$ cat src/rtl/shadow_register_restorer_if.sv
// Bundles the restore request, dcache load, shadow-file write and mret
// handshake signals of the shadow register restorer into one port.
interface shadow_register_restorer_if #(
  parameter int ADDR_WIDTH  = 6,
  parameter int DATA_WIDTH  = 32,
  parameter int INDEX_WIDTH = 12,
  parameter int TAG_WIDTH   = 22
);
  logic                    restore_valid_i;
  logic                    restore_ack_o;
  logic [DATA_WIDTH-1:0]   frame_sp_i;
  logic                    abort_i;
  logic                    busy_o;
  logic [ADDR_WIDTH-1:0]   load_level_o;
  logic                    shadow_reg_we_o;
  logic [ADDR_WIDTH-1:0]   shadow_reg_waddr_o;
  logic [DATA_WIDTH-1:0]   shadow_reg_wdata_o;
  logic                    data_req_o;
  logic                    data_gnt_i;
  logic [INDEX_WIDTH-1:0]  address_index_o;
  logic [TAG_WIDTH-1:0]    address_tag_o;
  logic                    tag_valid_o;
  logic                    kill_req_o;
  logic                    data_we_o;
  logic [DATA_WIDTH/8-1:0] data_be_o;
  logic [1:0]              data_size_o;
  logic                    data_rvalid_i;
  logic [DATA_WIDTH-1:0]   data_rdata_i;
  logic                    mret_valid_i;
  logic                    mret_ready_o;
  logic [11:0]             page_offset_i;
  logic                    page_offset_matches_o;

  // Restorer side.
  modport master (
    input  restore_valid_i, frame_sp_i, abort_i, data_gnt_i, data_rvalid_i,
           data_rdata_i, mret_valid_i, page_offset_i,
    output restore_ack_o, busy_o, load_level_o, shadow_reg_we_o,
           shadow_reg_waddr_o, shadow_reg_wdata_o, data_req_o, address_index_o,
           address_tag_o, tag_valid_o, kill_req_o, data_we_o, data_be_o,
           data_size_o, mret_ready_o, page_offset_matches_o
  );

  // Environment side (CSR unit, dcache, shadow file, mret logic).
  modport slave (
    output restore_valid_i, frame_sp_i, abort_i, data_gnt_i, data_rvalid_i,
           data_rdata_i, mret_valid_i, page_offset_i,
    input  restore_ack_o, busy_o, load_level_o, shadow_reg_we_o,
           shadow_reg_waddr_o, shadow_reg_wdata_o, data_req_o, address_index_o,
           address_tag_o, tag_valid_o, kill_req_o, data_we_o, data_be_o,
           data_size_o, mret_ready_o, page_offset_matches_o
  );
endinterface

$ cat src/rtl/shadow_register_restorer.sv
// Shadow register restorer: reloads a saved register frame from the dcache
// into the shadow register file, one load outstanding at a time, and holds
// mret until the whole frame is back.
module shadow_register_restorer #(
  parameter int ADDR_WIDTH       = 6,
  parameter int DATA_WIDTH       = 32,
  parameter int NUM_SHADOW_SAVES = 16,
  parameter int INDEX_WIDTH      = 12,
  parameter int TAG_WIDTH        = 22
) (
  input logic                    clk_i,
  input logic                    rst_ni,
  shadow_register_restorer_if.master bus
);

  localparam int BYTES    = DATA_WIDTH / 8;
  localparam int IT_WIDTH = INDEX_WIDTH + TAG_WIDTH;
  localparam logic [DATA_WIDTH-1:0] FRAME_BYTES = DATA_WIDTH'(NUM_SHADOW_SAVES * BYTES);
  localparam logic [DATA_WIDTH-1:0] STEP_BYTES  = DATA_WIDTH'(BYTES);
  localparam logic [ADDR_WIDTH-1:0] NUM_SAVES   = ADDR_WIDTH'(NUM_SHADOW_SAVES);
  localparam logic [ADDR_WIDTH-1:0] LAST_IDX    = ADDR_WIDTH'(NUM_SHADOW_SAVES - 1);

  typedef enum logic [2:0] {
    IDLE      = 3'd0,
    REQ       = 3'd1,
    TAG       = 3'd2,
    WAIT_DATA = 3'd3,
    DRAIN     = 3'd4,
    DONE      = 3'd5
  } state_e;

  state_e                  state_q;
  logic [DATA_WIDTH-1:0]   addr_q;
  logic [ADDR_WIDTH-1:0]   idx_q;
  logic [8:0]              frame_end_q;
  logic [IT_WIDTH-1:0]     addr_ext_s;
  logic                    busy_s;
  logic                    in_range_s;
  logic                    unused_page_bits_s;

  // The dcache address split may be wider than XLEN: zero-extend, else truncate.
  generate
    if (DATA_WIDTH >= IT_WIDTH) begin : g_addr_trunc
      assign addr_ext_s = addr_q[IT_WIDTH-1:0];
    end else begin : g_addr_ext
      assign addr_ext_s = {{(IT_WIDTH - DATA_WIDTH){1'b0}}, addr_q};
    end
  endgenerate

  assign unused_page_bits_s = ^bus.page_offset_i[2:0];

  // Sequencer: accept, request, tag, wait for data, and abort/drain handling.
  always_ff @(posedge clk_i or negedge rst_ni) begin
    if (!rst_ni) begin
      state_q     <= IDLE;
      addr_q      <= {DATA_WIDTH{1'b0}};
      idx_q       <= {ADDR_WIDTH{1'b0}};
      frame_end_q <= 9'd0;
    end else begin
      case (state_q)
        IDLE: begin
          if (bus.restore_valid_i) begin
            addr_q      <= bus.frame_sp_i - FRAME_BYTES;
            frame_end_q <= bus.frame_sp_i[11:3];
            idx_q       <= {ADDR_WIDTH{1'b0}};
            state_q     <= REQ;
          end
        end
        REQ: begin
          if (bus.abort_i) begin
            state_q <= IDLE;
          end else if (bus.data_gnt_i) begin
            state_q <= TAG;
          end
        end
        TAG: begin
          // Any rvalid seen here cannot belong to this load and is ignored.
          state_q <= bus.abort_i ? IDLE : WAIT_DATA;
        end
        WAIT_DATA: begin
          if (bus.abort_i) begin
            // The outstanding load still returns unless it lands right now.
            state_q <= bus.data_rvalid_i ? IDLE : DRAIN;
          end else if (bus.data_rvalid_i) begin
            if (idx_q == LAST_IDX) begin
              state_q <= DONE;
            end else begin
              idx_q   <= idx_q + {{(ADDR_WIDTH-1){1'b0}}, 1'b1};
              addr_q  <= addr_q + STEP_BYTES;
              state_q <= REQ;
            end
          end
        end
        DRAIN: begin
          if (bus.data_rvalid_i) begin
            state_q <= IDLE;
          end
        end
        DONE: begin
          if (bus.mret_valid_i) begin
            state_q <= IDLE;
          end
        end
        default: begin
          state_q <= IDLE;
        end
      endcase
    end
  end

  // Store-conflict window from the next load up to the frame top; the window
  // may wrap past the end of the 4 KiB page when sp sits on a page boundary.
  always_comb begin
    in_range_s = 1'b0;
    if (addr_q[11:3] <= frame_end_q) begin
      in_range_s = (bus.page_offset_i[11:3] >= addr_q[11:3]) &&
                   (bus.page_offset_i[11:3] <= frame_end_q);
    end else begin
      in_range_s = (bus.page_offset_i[11:3] >= addr_q[11:3]) ||
                   (bus.page_offset_i[11:3] <= frame_end_q);
    end
  end

  // Output decode; abort and rvalid act in the same cycle they arrive.
  always_comb begin
    busy_s = (state_q == REQ) || (state_q == TAG) ||
             (state_q == WAIT_DATA) || (state_q == DRAIN);

    bus.restore_ack_o      = (state_q == IDLE) && bus.restore_valid_i;
    bus.busy_o             = busy_s;
    bus.mret_ready_o       = (state_q == IDLE) || (state_q == DONE);
    bus.data_req_o         = (state_q == REQ) && !bus.abort_i;
    bus.tag_valid_o        = (state_q == TAG) && !bus.abort_i;
    bus.kill_req_o         = (state_q == TAG) && bus.abort_i;
    bus.shadow_reg_we_o    = (state_q == WAIT_DATA) && bus.data_rvalid_i && !bus.abort_i;
    bus.shadow_reg_waddr_o = bus.shadow_reg_we_o ? idx_q : {ADDR_WIDTH{1'b0}};
    bus.shadow_reg_wdata_o = bus.shadow_reg_we_o ? bus.data_rdata_i : {DATA_WIDTH{1'b0}};
    bus.address_index_o    = addr_ext_s[INDEX_WIDTH-1:0];
    bus.address_tag_o      = addr_ext_s[IT_WIDTH-1:INDEX_WIDTH];
    bus.data_we_o          = 1'b0;
    bus.data_be_o          = {BYTES{1'b1}};
    bus.data_size_o        = (DATA_WIDTH == 64) ? 2'b11 : 2'b10;
    bus.page_offset_matches_o = busy_s && in_range_s;

    if (busy_s) begin
      bus.load_level_o = NUM_SAVES - idx_q;
    end else if (state_q == DONE) begin
      bus.load_level_o = {ADDR_WIDTH{1'b0}};
    end else begin
      bus.load_level_o = LAST_IDX;
    end
  end

endmodule
$ cat src/flat_wrapper.sv
// flat-port wrapper written by rule: the top's interface ports become plain ports
module shadow_register_restorer_flat 
#(
  parameter int ADDR_WIDTH       = 6,
  parameter int DATA_WIDTH       = 32,
  parameter int NUM_SHADOW_SAVES = 16,
  parameter int INDEX_WIDTH      = 12,
  parameter int TAG_WIDTH        = 22
)
  (clk_i, rst_ni, bus_restore_valid_i, bus_frame_sp_i, bus_abort_i, bus_data_gnt_i, bus_data_rvalid_i, bus_data_rdata_i, bus_mret_valid_i, bus_page_offset_i, bus_restore_ack_o, bus_busy_o, bus_load_level_o, bus_shadow_reg_we_o, bus_shadow_reg_waddr_o, bus_shadow_reg_wdata_o, bus_data_req_o, bus_address_index_o, bus_address_tag_o, bus_tag_valid_o, bus_kill_req_o, bus_data_we_o, bus_data_be_o, bus_data_size_o, bus_mret_ready_o, bus_page_offset_matches_o);
  shadow_register_restorer_if #(.ADDR_WIDTH(ADDR_WIDTH), .DATA_WIDTH(DATA_WIDTH), .INDEX_WIDTH(INDEX_WIDTH), .TAG_WIDTH(TAG_WIDTH)) bus_i ();
  input logic clk_i;
  input logic rst_ni;
  input wire logic [$bits(bus_i.restore_valid_i)-1:0] bus_restore_valid_i;
  input wire logic [$bits(bus_i.frame_sp_i)-1:0] bus_frame_sp_i;
  input wire logic [$bits(bus_i.abort_i)-1:0] bus_abort_i;
  input wire logic [$bits(bus_i.data_gnt_i)-1:0] bus_data_gnt_i;
  input wire logic [$bits(bus_i.data_rvalid_i)-1:0] bus_data_rvalid_i;
  input wire logic [$bits(bus_i.data_rdata_i)-1:0] bus_data_rdata_i;
  input wire logic [$bits(bus_i.mret_valid_i)-1:0] bus_mret_valid_i;
  input wire logic [$bits(bus_i.page_offset_i)-1:0] bus_page_offset_i;
  output wire logic [$bits(bus_i.restore_ack_o)-1:0] bus_restore_ack_o;
  output wire logic [$bits(bus_i.busy_o)-1:0] bus_busy_o;
  output wire logic [$bits(bus_i.load_level_o)-1:0] bus_load_level_o;
  output wire logic [$bits(bus_i.shadow_reg_we_o)-1:0] bus_shadow_reg_we_o;
  output wire logic [$bits(bus_i.shadow_reg_waddr_o)-1:0] bus_shadow_reg_waddr_o;
  output wire logic [$bits(bus_i.shadow_reg_wdata_o)-1:0] bus_shadow_reg_wdata_o;
  output wire logic [$bits(bus_i.data_req_o)-1:0] bus_data_req_o;
  output wire logic [$bits(bus_i.address_index_o)-1:0] bus_address_index_o;
  output wire logic [$bits(bus_i.address_tag_o)-1:0] bus_address_tag_o;
  output wire logic [$bits(bus_i.tag_valid_o)-1:0] bus_tag_valid_o;
  output wire logic [$bits(bus_i.kill_req_o)-1:0] bus_kill_req_o;
  output wire logic [$bits(bus_i.data_we_o)-1:0] bus_data_we_o;
  output wire logic [$bits(bus_i.data_be_o)-1:0] bus_data_be_o;
  output wire logic [$bits(bus_i.data_size_o)-1:0] bus_data_size_o;
  output wire logic [$bits(bus_i.mret_ready_o)-1:0] bus_mret_ready_o;
  output wire logic [$bits(bus_i.page_offset_matches_o)-1:0] bus_page_offset_matches_o;
  assign bus_i.restore_valid_i = bus_restore_valid_i;
  assign bus_i.frame_sp_i = bus_frame_sp_i;
  assign bus_i.abort_i = bus_abort_i;
  assign bus_i.data_gnt_i = bus_data_gnt_i;
  assign bus_i.data_rvalid_i = bus_data_rvalid_i;
  assign bus_i.data_rdata_i = bus_data_rdata_i;
  assign bus_i.mret_valid_i = bus_mret_valid_i;
  assign bus_i.page_offset_i = bus_page_offset_i;
  assign bus_restore_ack_o = bus_i.restore_ack_o;
  assign bus_busy_o = bus_i.busy_o;
  assign bus_load_level_o = bus_i.load_level_o;
  assign bus_shadow_reg_we_o = bus_i.shadow_reg_we_o;
  assign bus_shadow_reg_waddr_o = bus_i.shadow_reg_waddr_o;
  assign bus_shadow_reg_wdata_o = bus_i.shadow_reg_wdata_o;
  assign bus_data_req_o = bus_i.data_req_o;
  assign bus_address_index_o = bus_i.address_index_o;
  assign bus_address_tag_o = bus_i.address_tag_o;
  assign bus_tag_valid_o = bus_i.tag_valid_o;
  assign bus_kill_req_o = bus_i.kill_req_o;
  assign bus_data_we_o = bus_i.data_we_o;
  assign bus_data_be_o = bus_i.data_be_o;
  assign bus_data_size_o = bus_i.data_size_o;
  assign bus_mret_ready_o = bus_i.mret_ready_o;
  assign bus_page_offset_matches_o = bus_i.page_offset_matches_o;
  shadow_register_restorer #(.ADDR_WIDTH(ADDR_WIDTH), .DATA_WIDTH(DATA_WIDTH), .NUM_SHADOW_SAVES(NUM_SHADOW_SAVES), .INDEX_WIDTH(INDEX_WIDTH), .TAG_WIDTH(TAG_WIDTH)) u_core (.clk_i(clk_i), .rst_ni(rst_ni), .bus(bus_i));
endmodule
$ cat config.mk
export PLATFORM = sky130hd
export DESIGN_NAME = shadow_register_restorer_flat
export DESIGN_NICKNAME = d
export VERILOG_FILES = /design/src/rtl/shadow_register_restorer_if.sv /design/src/rtl/shadow_register_restorer.sv /design/src/flat_wrapper.sv
export SDC_FILE = /design/constraint.sdc
export NUM_CORES = 1
export LEC_CHECK = 0
export BUFFER_PORTS_ARGS = -buffer_cell sky130_fd_sc_hd__buf_2
export CORE_MARGIN = 2
export CORE_UTILIZATION = 45
export CTS_CLUSTER_DIAMETER = 60
export DETAILED_ROUTE_END_ITERATION = 7
export PLACE_DENSITY = 0.89
export SLEW_MARGIN = 15
export SYNTH_ARGS = -nofsm -noshare
export SYNTH_HDL_FRONTEND = slang
export SYNTH_SLANG_ARGS = --single-unit
$ cat constraint.sdc
create_clock -name clk_i -period 1.95 [get_ports clk_i]
set_input_delay 0.0975 -clock clk_i [delete_from_list [all_inputs] [get_ports clk_i]]
set_output_delay 0.0975 -clock clk_i [all_outputs]
set_load 0.01 [all_outputs]
==> results.sh <==
export IMPL_path_delay_family="compound AO/OA/AOI/OAI gates"
export IMPL_critical_path_max_fanout=2
export IMPL_cts_buffers_inserted=5
export IMPL_clk_path_buf_depth=2
export IMPL_core_outline_area_sq_mm=0.009594
export IMPL_crit_buf_inv=2
export IMPL_cpPeakStageDelay_ns=0.45
export IMPL_drtPass1Iterations=5
export IMPL_worstSetupEndpointType="primary output"
export IMPL_design_die_area_sq_mm=0.01055
export IMPL_die_w_um=102.7
export IMPL_cts_root_buf="sky130_fd_sc_hd__clkbuf_8"
export IMPL_clock_sinks=50
export IMPL_slew_at_the_pin_closest_to_its_max_slew_limit_ns=0.5982
export IMPL_detailed_place_area_sq_mm=0.005777
export IMPL_required_ns=1.85
export IMPL_cts_htree_levels=2
export IMPL_fmaxAchievable_mhz=407.4
export IMPL_path_common_cell="sky130_fd_sc_hd__a21oi_2"
export IMPL_hold_violations=0
export IMPL_die_height_um=102.7
export IMPL_finalWeightedCongestion=0.9216
export IMPL_grt_start_max_net_pins=38
export IMPL_postRouteAntennaNets=0
export IMPL_tritoncts_clock_tree="yes"
export IMPL_diodes=0
export IMPL_postSynth_topFlopCell="sky130_fd_sc_hd__dfrtp_1"
export IMPL_clock_insertion_delay_worst_skew_ns=0.32
export IMPL_vdd_ir_drop_max_v=0.0005895
export IMPL_period_share_pct=125.9
export IMPL_netlist_cell_type_count=61
export IMPL_timing_max_cap_violations=0
export IMPL_final_layout_size_suffix_gt1_share_pct=44.36
export IMPL_stdcell_area_sq_mm=0.006584
export IMPL_antenna_found_initial=0
export IMPL_critical_path_startpoint_type="register"
export IMPL_io_pins=176
export IMPL_clock_skew_ns=0.01432
export IMPL_placement_io_buffers=163
export IMPL_worst_endpoint_arrival_ns=2.36
export IMPL_synthesis_to_layout_area_growth_pct=50.13
export IMPL_drt_total_wl_um=17090
export IMPL_worstHoldPathType="input port to register"
export IMPL_hpwlAfterDp_um=10800
export IMPL_iter_0_drt_violations=560
export IMPL_fin_nets=920
export IMPL_rows=36
export IMPL_worst_hold_slack_ns=0.007846
export IMPL_grtUsageTotal_pct=27.53
export IMPL_finalMaxSlewViolations=0
export IMPL_unrepaired_setup_endpoints_after_global_routing="true"
export IMPL_crit_chain="buf_6, ha_1, and3_1, nand4_1, o221ai_1, a21oi_2, o22ai_2, a21oi_2, buf_2"
export IMPL_most_common_layout_cells="sky130_fd_sc_hd__buf_2, sky130_fd_sc_hd__buf_4, sky130_fd_sc_hd__nand2_1, sky130_fd_sc_hd__dfrtp_1, sky130_fd_sc_hd__nor2_1"
export IMPL_setup_violations_final=22
export IMPL_status="finished with violations"
export IMPL_postSynthCellCount=557
export IMPL_setup_slack_ns=-0.5047
export IMPL_synth_avg_cell_area_sq_um=7.873
export IMPL_ys_warnings_count=0
export IMPL_initial_util_pct=45.71
export IMPL_total_leakage_power_uw=0.003216
export IMPL_grt_pass1_vias=4777
export IMPL_timing_setup_critical_path_class="register to primary output"
export IMPL_route_detailed_drc=0
export IMPL_grt_remaining_overflow=0
export IMPL_period_minus_slack_ns=2.455
export IMPL_pwr_density_cell_mw_per_mm2=1296
export IMPL_number_of_synthesized_flops_with_an_enable_pin=0
export IMPL_clkSlewWorstSetupHoldPaths_ns=0.11
export IMPL_synth_seq_area_share_pct=28.53
export IMPL_viasPerCell=5.857
export IMPL_grt_pass1_wl_um=22800
export IMPL_failed_checks="setup timing"
export IMPL_syn_area_sq_mm=0.004385
export IMPL_asyncSetResetFlopFracSynth_pct=100.0
export IMPL_total_vias_in_the_final_route=5506
export IMPL_slowest_stage="sky130_fd_sc_hd__dfrtp_1"
export IMPL_leading_cell_type_in_the_layout_fill_and_taps_excluded="sky130_fd_sc_hd__buf_2"
export IMPL_detail_route_wl_per_cell_um=18.19
export IMPL_ys_seq_elements=50
export IMPL_timing_max_slew_rel_slack_pct=60.12
## cell families after synthesis
group | Yosys count | synth area share (%)
and+or+nand+nor | 242 | 30.04
xor gates and xnor gates | 28 | 5.592
buffers and inverters | 65 | 7.189
adders and majority gates | 31 | 8.844
DFF | 50 | 28.53
AOI/OAI and AO/OA | 137 | 19.17
muxes | 2 | 0.4565
other | 2 | 0.1712
## final cells by class
| type | instances | area [sq um] |
|---|---|---|
| flip-flops and latches | 50 | 1256 |
| well taps | 133 | 166.4 |
| fillers | 721 | 3010 |
| clock inverters | 3 | 21.27 |
| inverters | 30 | 112.6 |
| clock buffers | 5 | 68.82 |
| repair buffers | 270 | 1763 |
| multi-input cells | 449 | 3196 |
## Yosys cell counts, types with 5 or more instances
cell,n,area share (%)
sky130_fd_sc_hd__nand2_1,54,4.6
sky130_fd_sc_hd__buf_4,9,1.5
sky130_fd_sc_hd__or3_1,12,1.7
sky130_fd_sc_hd__and2_1,39,5.6
sky130_fd_sc_hd__xnor2_1,15,3.0
sky130_fd_sc_hd__xor2_1,13,2.6
sky130_fd_sc_hd__nand4_1,11,1.6
sky130_fd_sc_hd__o22ai_1,9,1.3
sky130_fd_sc_hd__nor3_1,23,2.6
sky130_fd_sc_hd__nor4_1,6,0.86
sky130_fd_sc_hd__inv_1,29,2.5
sky130_fd_sc_hd__nand3_1,20,2.3
sky130_fd_sc_hd__a21o_1,5,0.86
sky130_fd_sc_hd__dfrtp_1,50,29
sky130_fd_sc_hd__a211oi_1,9,1.5
sky130_fd_sc_hd__ha_1,31,8.8
sky130_fd_sc_hd__clkbuf_1,21,1.8
sky130_fd_sc_hd__nor2_1,47,4.0
sky130_fd_sc_hd__o21ai_0,46,5.2
sky130_fd_sc_hd__a21oi_1,36,4.1
## sequential cells by signal, summed over array words and instances (netlist names)
name / flops
u_core.addr_q: 32
u_core.frame_end_q: 9
u_core.idx_q: 6
u_core.state_q: 3
## routing by layer
| metal | routed length, um | global-route usage, % | vias up |
|---|---|---|---|
| met5 | 0 | 0 | - |
| met4 | 781 | 13.74 | 0 |
| met3 | 1602 | 4.407 | 84 |
| met2 | 8290 | 46.15 | 390 |
| met1 | 6420 | 34.41 | 2561 |
| li1 | - | - | 2471 |
## power by group
group / switching [uW] / total, uW / internal, uW
Sequential: 479 / 1960 / 1480
Clock: 391 / 644 / 253
Combinational: 3420 / 5920 / 2510
## through the flow
stage	TNS [ns]	utilization, %	total power [uW]	setup slack (ns)	cells
finish	-4.313	68.62	8530	-0.5047	940
global route	-6.049	68.62	9005	-0.5796	940
CTS	-0.3729	63.98	7522	-0.2477	926
detailed placement	-1.053	60.21	6525	-0.1782	899
global placement	-0.4909	60.21	6346	-0.1144	899
floorplan	0	-	4619	0.02080	564
## worst reg2reg max path, cell delays in order, from the launching register on
cell                      delay, ns
sky130_fd_sc_hd__dfrtp_1       0.44
sky130_fd_sc_hd__buf_6         0.14
sky130_fd_sc_hd__buf_6         0.09
sky130_fd_sc_hd__buf_6         0.08
sky130_fd_sc_hd__buf_6         0.08
sky130_fd_sc_hd__nand4_1       0.10
sky130_fd_sc_hd__buf_6         0.17
sky130_fd_sc_hd__nor4_4        0.29
sky130_fd_sc_hd__buf_4         0.22
sky130_fd_sc_hd__buf_6         0.12
sky130_fd_sc_hd__nor2_2        0.03
sky130_fd_sc_hd__nor2_1        0.12
sky130_fd_sc_hd__o22ai_1       0.11
sky130_fd_sc_hd__a21oi_1       0.18
## what timing repair did
item	in CTS	in global routing
setup buffers	16	13
resized for setup	37	84
endpoints found under the setup margin	44	61
gates cloned	0	1
hold buffers	3	1
pin swaps	13	42
hold endpoints to repair	24	1
## final timing paths
check	slack [ns]	end	start	depth (start not counted)
worst max-delay path	-0.50	bus_page_offset_matches_o	u_core.addr_q[8]$_DFFE_PN0P_	9
worst min-delay path	0.008	u_core.frame_end_q[1]$_DFFE_PN0P_	bus_frame_sp_i[4]	3
worst max register to register	-0.31	u_core.addr_q[13]$_DFFE_PN0P_	u_core.addr_q[8]$_DFFE_PN0P_	13
worst min register to register	0.48	u_core.addr_q[1]$_DFFE_PN0P_	u_core.addr_q[1]$_DFFE_PN0P_	2
max in group asynchronous	1.05	u_core.addr_q[4]$_DFFE_PN0P_	rst_ni	3
min in group asynchronous	0.31	u_core.addr_q[26]$_DFFE_PN0P_	rst_ni	2
Note: power is estimated with default switching activity, not from simulation.
